## config.mk

```make
export PLATFORM = sky130hd
export DESIGN_NAME = perceptron_neuron_seq
export DESIGN_NICKNAME = d
export VERILOG_FILES = /design/src/rtl/perceptron_neuron_seq.sv
export SDC_FILE = /design/constraint.sdc
export NUM_CORES = 1
export LEC_CHECK = 0
export ABC_AREA = 0
export CELL_PAD_IN_SITES_DETAIL_PLACEMENT = 2
export CELL_PAD_IN_SITES_GLOBAL_PLACEMENT = 2
export CORE_MARGIN = 5
export CORE_UTILIZATION = 40
export DETAILED_ROUTE_END_ITERATION = 12
export PLACE_DENSITY_LB_ADDON = 0.1
export SYNTH_ARGS = -nofsm -noshare
export SYNTH_HDL_FRONTEND = slang
export SYNTH_SLANG_ARGS = --single-unit
```

## constraint.sdc

```tcl
create_clock -name clk -period 6.9 [get_ports clk]
set_input_delay 1.725 -clock clk [delete_from_list [all_inputs] [get_ports clk]]
set_output_delay 1.725 -clock clk [all_outputs]
set_load 0.01 [all_outputs]
```

## src/rtl/perceptron_neuron_seq.sv

```systemverilog
// rtl/perceptron_neuron_seq.sv - single-neuron perceptron with one time-shared multiplier
module perceptron_neuron_seq #(
  parameter int N_INPUTS = 4,
  parameter int DATA_W   = 8,
  parameter int ACC_W    = 20,
  parameter int OUT_W    = 8,
  parameter int SHIFT    = 0
) (
  input  logic                            clk,
  input  logic                            rst,
  input  logic                            w_wr_en,
  input  logic [$clog2(N_INPUTS+1)-1:0]   w_wr_addr,
  input  logic [DATA_W-1:0]               w_wr_data,
  input  logic                            act_mode,
  input  logic                            in_valid,
  output logic                            in_ready,
  input  logic [DATA_W-1:0]               x_data,
  output logic                            out_valid,
  input  logic                            out_ready,
  output logic [OUT_W-1:0]                out_data,
  output logic                            busy
);

  localparam int AW     = $clog2(N_INPUTS + 1);
  localparam int IDX_W  = $clog2(N_INPUTS);
  localparam int PROD_W = 2 * DATA_W + 1;
  localparam logic [IDX_W-1:0]        LAST_IDX = IDX_W'(N_INPUTS - 1);
  localparam logic signed [ACC_W-1:0] OUT_MAX  = ACC_W'((2 ** OUT_W) - 1);

  typedef enum logic [1:0] {
    ACCUM  = 2'd0,
    FINISH = 2'd1,
    HOLD   = 2'd2
  } state_t;

  state_t state, state_nxt;

  logic signed [DATA_W-1:0] w_mem [N_INPUTS];
  logic signed [DATA_W-1:0] bias;
  logic signed [DATA_W-1:0] w_cur;
  logic signed [PROD_W-1:0] x_ext, w_ext, prod;
  logic signed [ACC_W-1:0]  acc, acc_base, acc_nxt, prod_ext, bias_ext, shifted;
  logic [IDX_W-1:0]         idx;
  logic [OUT_W-1:0]         act_val;
  logic                     accept;

  // X is zero-extended by one bit so an unsigned element times a signed weight stays exact
  assign w_cur    = w_mem[idx];
  assign x_ext    = {{(DATA_W + 1){1'b0}}, x_data};
  assign w_ext    = {{(DATA_W + 1){w_cur[DATA_W-1]}}, w_cur};
  assign prod     = x_ext * w_ext;
  assign prod_ext = {{(ACC_W - PROD_W){prod[PROD_W-1]}}, prod};
  assign bias_ext = {{(ACC_W - DATA_W){bias[DATA_W-1]}}, bias};
  assign acc_base = (idx == '0) ? bias_ext : acc;
  assign acc_nxt  = acc_base + prod_ext;
  assign accept   = in_valid && in_ready;
  assign busy     = (idx != '0) || (state != ACCUM);

  // Activation: ReLU clamps the shifted sum to [0, 2^OUT_W-1]; step looks at the raw sum
  always_comb begin
    shifted = acc >>> SHIFT;
    act_val = '0;
    if (act_mode) begin
      if (shifted[ACC_W-1] || (shifted == '0)) begin
        act_val = '0;
      end else if (shifted > OUT_MAX) begin
        act_val = '1;
      end else begin
        act_val = shifted[OUT_W-1:0];
      end
    end else begin
      act_val = (!acc[ACC_W-1] && (acc != '0)) ? OUT_W'(1) : '0;
    end
  end

  // State register
  always_ff @(posedge clk) begin
    if (rst) begin
      state <= ACCUM;
    end else begin
      state <= state_nxt;
    end
  end

  // Next-state logic and stream-side handshake
  always_comb begin
    state_nxt = state;
    in_ready  = 1'b0;
    case (state)
      ACCUM: begin
        in_ready = 1'b1;
        if (in_valid && (idx == LAST_IDX)) begin
          state_nxt = FINISH;
        end
      end
      FINISH: state_nxt = HOLD;
      HOLD: begin
        if (out_ready) begin
          state_nxt = ACCUM;
        end
      end
      default: state_nxt = ACCUM;
    endcase
  end

  // Weight and bias register file; out-of-range addresses fall through untouched
  always_ff @(posedge clk) begin
    if (rst) begin
      for (int i = 0; i < N_INPUTS; i++) begin
        w_mem[i] <= '0;
      end
      bias <= '0;
    end else if (w_wr_en) begin
      for (int i = 0; i < N_INPUTS; i++) begin
        if (w_wr_addr == AW'(i)) begin
          w_mem[i] <= w_wr_data;
        end
      end
      if (w_wr_addr == AW'(N_INPUTS)) begin
        bias <= w_wr_data;
      end
    end
  end

  // Accumulate accepted elements, latch the activation in FINISH, release it on out_ready
  always_ff @(posedge clk) begin
    if (rst) begin
      acc       <= '0;
      idx       <= '0;
      out_valid <= 1'b0;
      out_data  <= '0;
    end else begin
      if (accept) begin
        acc <= acc_nxt;
        idx <= (idx == LAST_IDX) ? '0 : idx + IDX_W'(1);
      end
      if (state == FINISH) begin
        out_data  <= act_val;
        out_valid <= 1'b1;
      end
      if ((state == HOLD) && out_ready) begin
        out_valid <= 1'b0;
      end
    end
  end

endmodule
```

Word level (Yosys, flattened, before mapping)

Memories as Yosys holds them, arrays and structs flattened. A register that Yosys moved wholly into a read port is not among the register bits.
Cells that the tools add are included.

Div/mod/pow operators: 0
$add $sub $neg: 2
Shifts and indexed selects: 0
Bitwise logic cells: 4
Reductions and logical operators: 17
Multiply operators: 1
Muxes and demuxes: 34
Equality and inequality tests: 9
Order comparisons: 1

Operators with widths:

| operator              | count |
|---|---|
| $mux W8               | 7 |
| $add A20 B17 Y20      | 1 |
| $gt A20 B9 Y1 const B | 1 |
| $logic_not A20 Y1     | 1 |
| $mux W1               | 20 |
| $mux W20              | 1 |
| $reduce_bool A20 Y1   | 1 |
| $mul A9 B8 Y17        | 1 |
| $mux W2               | 5 |
| $eq A3 B2 Y1 const B  | 2 |
| $pmux W2 S3           | 1 |
| $eq A2 B2 Y1 const B  | 2 |
| $logic_and A1 B1 Y1   | 4 |
| $logic_not A2 Y1      | 2 |
| $ne A2 B2 Y1 const B  | 2 |
| $or A1 B1 Y1          | 4 |
| $reduce_and A2 Y1     | 2 |
| $reduce_bool A2 Y1    | 2 |
| $eq A3 B1 Y1 const B  | 1 |
| $eq A3 B3 Y1 const B  | 1 |
| $logic_not A3 Y1      | 1 |
| $add A2 B1 Y2 const B | 1 |
| $eq A2 B1 Y1 const B  | 1 |
| $logic_or A1 B1 Y1    | 2 |
| 2 further kinds       | 2 |

Bits in registers: 41
Memories kept: 1
Word-level logic and storage cells: 75
Output and inout port bits: 11
Input bits: 25
Memory bits (writable): 32
ROM bits: 0
Latch bits: 0

Memories:

| name  | depth | width | read ports | clocked after memory_dff | wr ports | line | text |
|---|---|---|---|---|---|---|---|
| w_mem | 4     | 8     | 1          | 1                        | 4        | 38   | `logic signed [DATA_W-1:0] w_mem [N_INPUTS];` |

Logic depth before layout (Yosys ltp)

Depth after elaboration: 6
Depth in mapped cells: 22
Gate-level depth less buffers: 20

Least setup slack after synthesis

Ideal clock, no wire load.

Path type: in2reg
Start: input port x_data[0]
End: register acc[17]
Library setup time: 0.095 ns
Required time: 6.805 ns
Buffers on the path: 0
Slack: 0.708 ns
Stages: 16
Data arrival time: 6.097 ns
Cell sequence: nand2b_1 > fa_1 > fa_1 > inv_1 > fa_1 > fa_1 > inv_1 > fa_1 > inv_1 > ha_1 > nand2_1 > or3b_4 > a21oi_4 > o21ai_2 > a2111o_1 > o311ai_1

Word-level cells in the longest chain between the ends: 2

Ends and longest elaborated chain:

| item                 | line | text |
|---|---|---|
| start, declared      | 17   | `input logic [DATA_W-1:0] x_data,` |
| $mul A9 B8 Y17       | 51   | `assign prod = x_ext * w_ext;` |
| $add A20 B17 Y20     | 55   | `assign acc_nxt = acc_base + prod_ext;` |
| end signal, assigned | 134  | `acc <= acc_nxt;` |
| end, declared        | 42   | `logic signed [ACC_W-1:0] acc, acc_base, acc_nxt, prod_ext, bias_ext, shifted;` |

No other way between the ends.
A chain may end at the register's enable or synchronous reset.

Worst setup path in the final report

Start: input port x_data[4]
End: register acc[17]

Same word-level chain as after synthesis.

==> metrics <==
crit end category flop; final instance area 7102 um^2; Max FO, Critical Path 8; top_reg_cell synth dfxtp_1; core area 15200 um^2; CTS sink count 75; cts hold-fix bufs 0; Final min period 6651 ps; Worst Path Required 7120 ps; number of fill cells 1614; cell area after synthesis 6202 um^2; EDFF count, synth 32; pwr/cell area 381.0 nW/um^2; number of remaining DRC errors 0; # nets final 807; DR WL met2 9.667 mm; # setup viols final 0; Row Count 45; reg2reg setup slack 660 ps; Yosys reg bits 75; vias in the first global route 5483; setup_tns 0 ps; DR vias 4686; yosys synthesis warning count 0; Die X-Extent 134.5 um; placed insts 845; Avg Inst Size Synth 9.939 um^2; Power Total 2.706 mW; slowest stage delay, CP 650 ps; post-synthesis async set-or-reset flop share 0%; Max IR drop VDD 0.1573 mV; Layout Skew 8.838 ps; dpl cell area 6833 um^2; TritonCTS buffer count 9; highest metal used met4; Hold Path Depth 2; hold_ws 456.8 ps; Overflow after GRT 0; hold_sp out_data[5]; sequential area share after synthesis 29.37%; status finished clean; main area contributors after synthesis fa_1 (17%), edfxtp_1 (15%), dfxtp_1 (14%); Fin. Hold Viols 0; top cell type's share of synthesized area 16.78%; largest net degree at the start of global routing 52; ANT cells 0; Worst slew margin 32.09%; Cell Count, Final, Fillers Out 861; worst hold path class flop to flop; Met3 Wirelength 314 um; total track usage 21.07%; Final Cycle Share 96.39%; DRT antenna net count 0; Clock Latency Late Sink 340 ps; worst-margin pin slew 1011 ps; Pleak 3.183 nW; most frequent CP cell fa_1; io pins 36; Syn Nets 763; Final Worst Setup Slack 249.3 ps; Metal-1 WL 7.934 mm; Worst R2R Path Depth 16; CTS root buf clkbuf_16; share of cells above drive strength 1 7.429%; WL final 18.11 mm; Buffers on Ports 35; critical path arrival 6870 ps; RSZ-0062 raised after global routing no; CTS H-tree lvls 3; Place WS -79.19 ps; Final Core Density 46.72%; fmax 150.4 MHz; dpl hpwl 14.27 mm; Vias per Instance 5.443; Starting Density 40.80%; WL/cell 21.03 um; clock slew at reported path FFs 60 ps; Max Cap Viol 0; Worst Path Class, Setup primary input to flop; Cells after Synth 624; Detailed Routing Iterations Pass 1 4; CP startpoint kind primary input; post-synth top area cell fa_1; DRT iter0 DRCs 147; Final Max Tran Viols 0; Synth cell types 57; Die Ht 134.5 um; Layout Area Growth over Synthesis 14.50%; CP cell instances clkdlybuf4s50_1 -> nand2_1 -> fa_1 -> fa_1 -> inv_1 -> fa_1 -> fa_1 -> inv_1 -> fa_1 -> inv_1 -> ha_1 -> nand2_1 -> or3b_4 -> a21oi_4 -> o21ai_2 -> a2111o_1 -> o311ai_1; Crit-path slowest cell clkdlybuf4s50_1; CTS tree yes; first-pass GRT wire length 29.79 mm; Longest Clk Path Bufs 2; initial antenna violation count 0; PostCTS Resize Cnt 0; Routability Congestion 0.8003; die area 18100 um^2; Post-CTS Setup Bufs 0; hold path endpoint out_data[5]; R2R Path End acc[17]
power breakdown:
| group | switching, mW | total, mW | internal (mW) |
|---|---|---|---|
| sequential | 0.0444 | 0.557 | 0.513 |
| combinational | 0.969 | 1.71 | 0.740 |
| clock | 0.196 | 0.440 | 0.244 |
routing by layer:
metal	GRT usage, %	up-vias
li1	-	2193
met3	3.018	15
met4	3.903	0
met2	39.22	44
met5	0	-
met1	26.14	2434
area by class of cell:
| type | count | area, um^2 | area share [%] |
|---|---|---|---|
| tap | 188 | 235.2 | 3.312 |
| sequential | 75 | 1822 | 25.65 |
| clock buffer | 10 | 229.0 | 3.224 |
| multi-input combinational | 453 | 4010 | 56.47 |
| inverter | 76 | 285.3 | 4.017 |
| clock inverter | 6 | 40.04 | 0.5638 |
| timing repair buffer | 53 | 480.5 | 6.765 |
sequential cells by signal, indices dropped and copies added (netlist names), named ones only:
| signal | count |
|---|---|
| w_mem | 32 |
| acc | 20 |
| bias | 8 |
| out_data | 8 |
| idx | 2 |
| state | 2 |
| out_valid | 1 |
how the worst max path moves through the flow:
stage | to | from | slack [ps] | cells past startpoint
CTS | acc[12] | x_data[4] | 220 | 18
finish | acc[17] | x_data[4] | 250 | 17
global route | acc[12] | x_data[4] | 7 | 18
global placement | acc[17] | x_data[4] | 40 | 17
floorplan | acc[17] | x_data[0] | 710 | 16
detailed placement | acc[17] | x_data[4] | -80 | 17
critical path: cells and delay by family:
family	cells	cell delay [ps]
simple gates	3	620
buf+inv	4	840
compound gates	4	780
fa+ha+maj	6	2910
synthesized netlist by cell type, drive strengths merged, types with 2 or more instances:
cell and count:
xor2 3, a211oi 4, a21o 7, nor4 5
nor2b 4, dfxtp 43, a2111o 2, mux4 7
nand2 67, clkbuf 14, xnor2 10, mux2 2
o311ai 3, o21a 2, a21oi 36, inv 76
a31o 3, ha 62, and3 2, o21ai 18
or3b 2, nor3 9, mux2i 21, edfxtp 32
nand2b 6, and2 65, a311oi 2, nand4 3
nor2 30, o211ai 8, nand3 3, o31ai 2
buf 6, nand3b 2, fa 52
cells by family (layout without fill, tap and decap cells):
kind of cell | Yosys count | count (layout) | share of synthesized area [%]
flip-flops | 75 | 75 | 29.37
multiplexers | 30 | 30 | 6.657
buffers and inverters | 96 | 145 | 5.971
XOR/XNOR | 13 | 13 | 1.836
adder cells (fa/ha/maj) | 114 | 114 | 29.29
AND/OR/NAND/NOR | 203 | 203 | 16.64
AO/OA/AOI/OAI | 93 | 93 | 10.23
cells in the final DEF (no fill, tap or decap), types with 7 or more instances in the layout:
cell | Yosys | final
and2_1 | 65 | 65
inv_1 | 76 | 76
a21oi_1 | 35 | 35
nor2_1 | 30 | 30
buf_4 | 0 | 18
a21o_1 | 7 | 7
fa_1 | 52 | 52
dfxtp_1 | 43 | 43
edfxtp_1 | 32 | 32
nand2_1 | 67 | 67
o21ai_0 | 16 | 16
clkbuf_16 | 0 | 9
clkdlybuf4s50_1 | 0 | 34
mux2i_1 | 21 | 21
nor3_1 | 9 | 9
o211ai_1 | 8 | 8
xnor2_1 | 10 | 10
ha_1 | 62 | 62
Note: power is estimated with default switching activity, not from simulation.
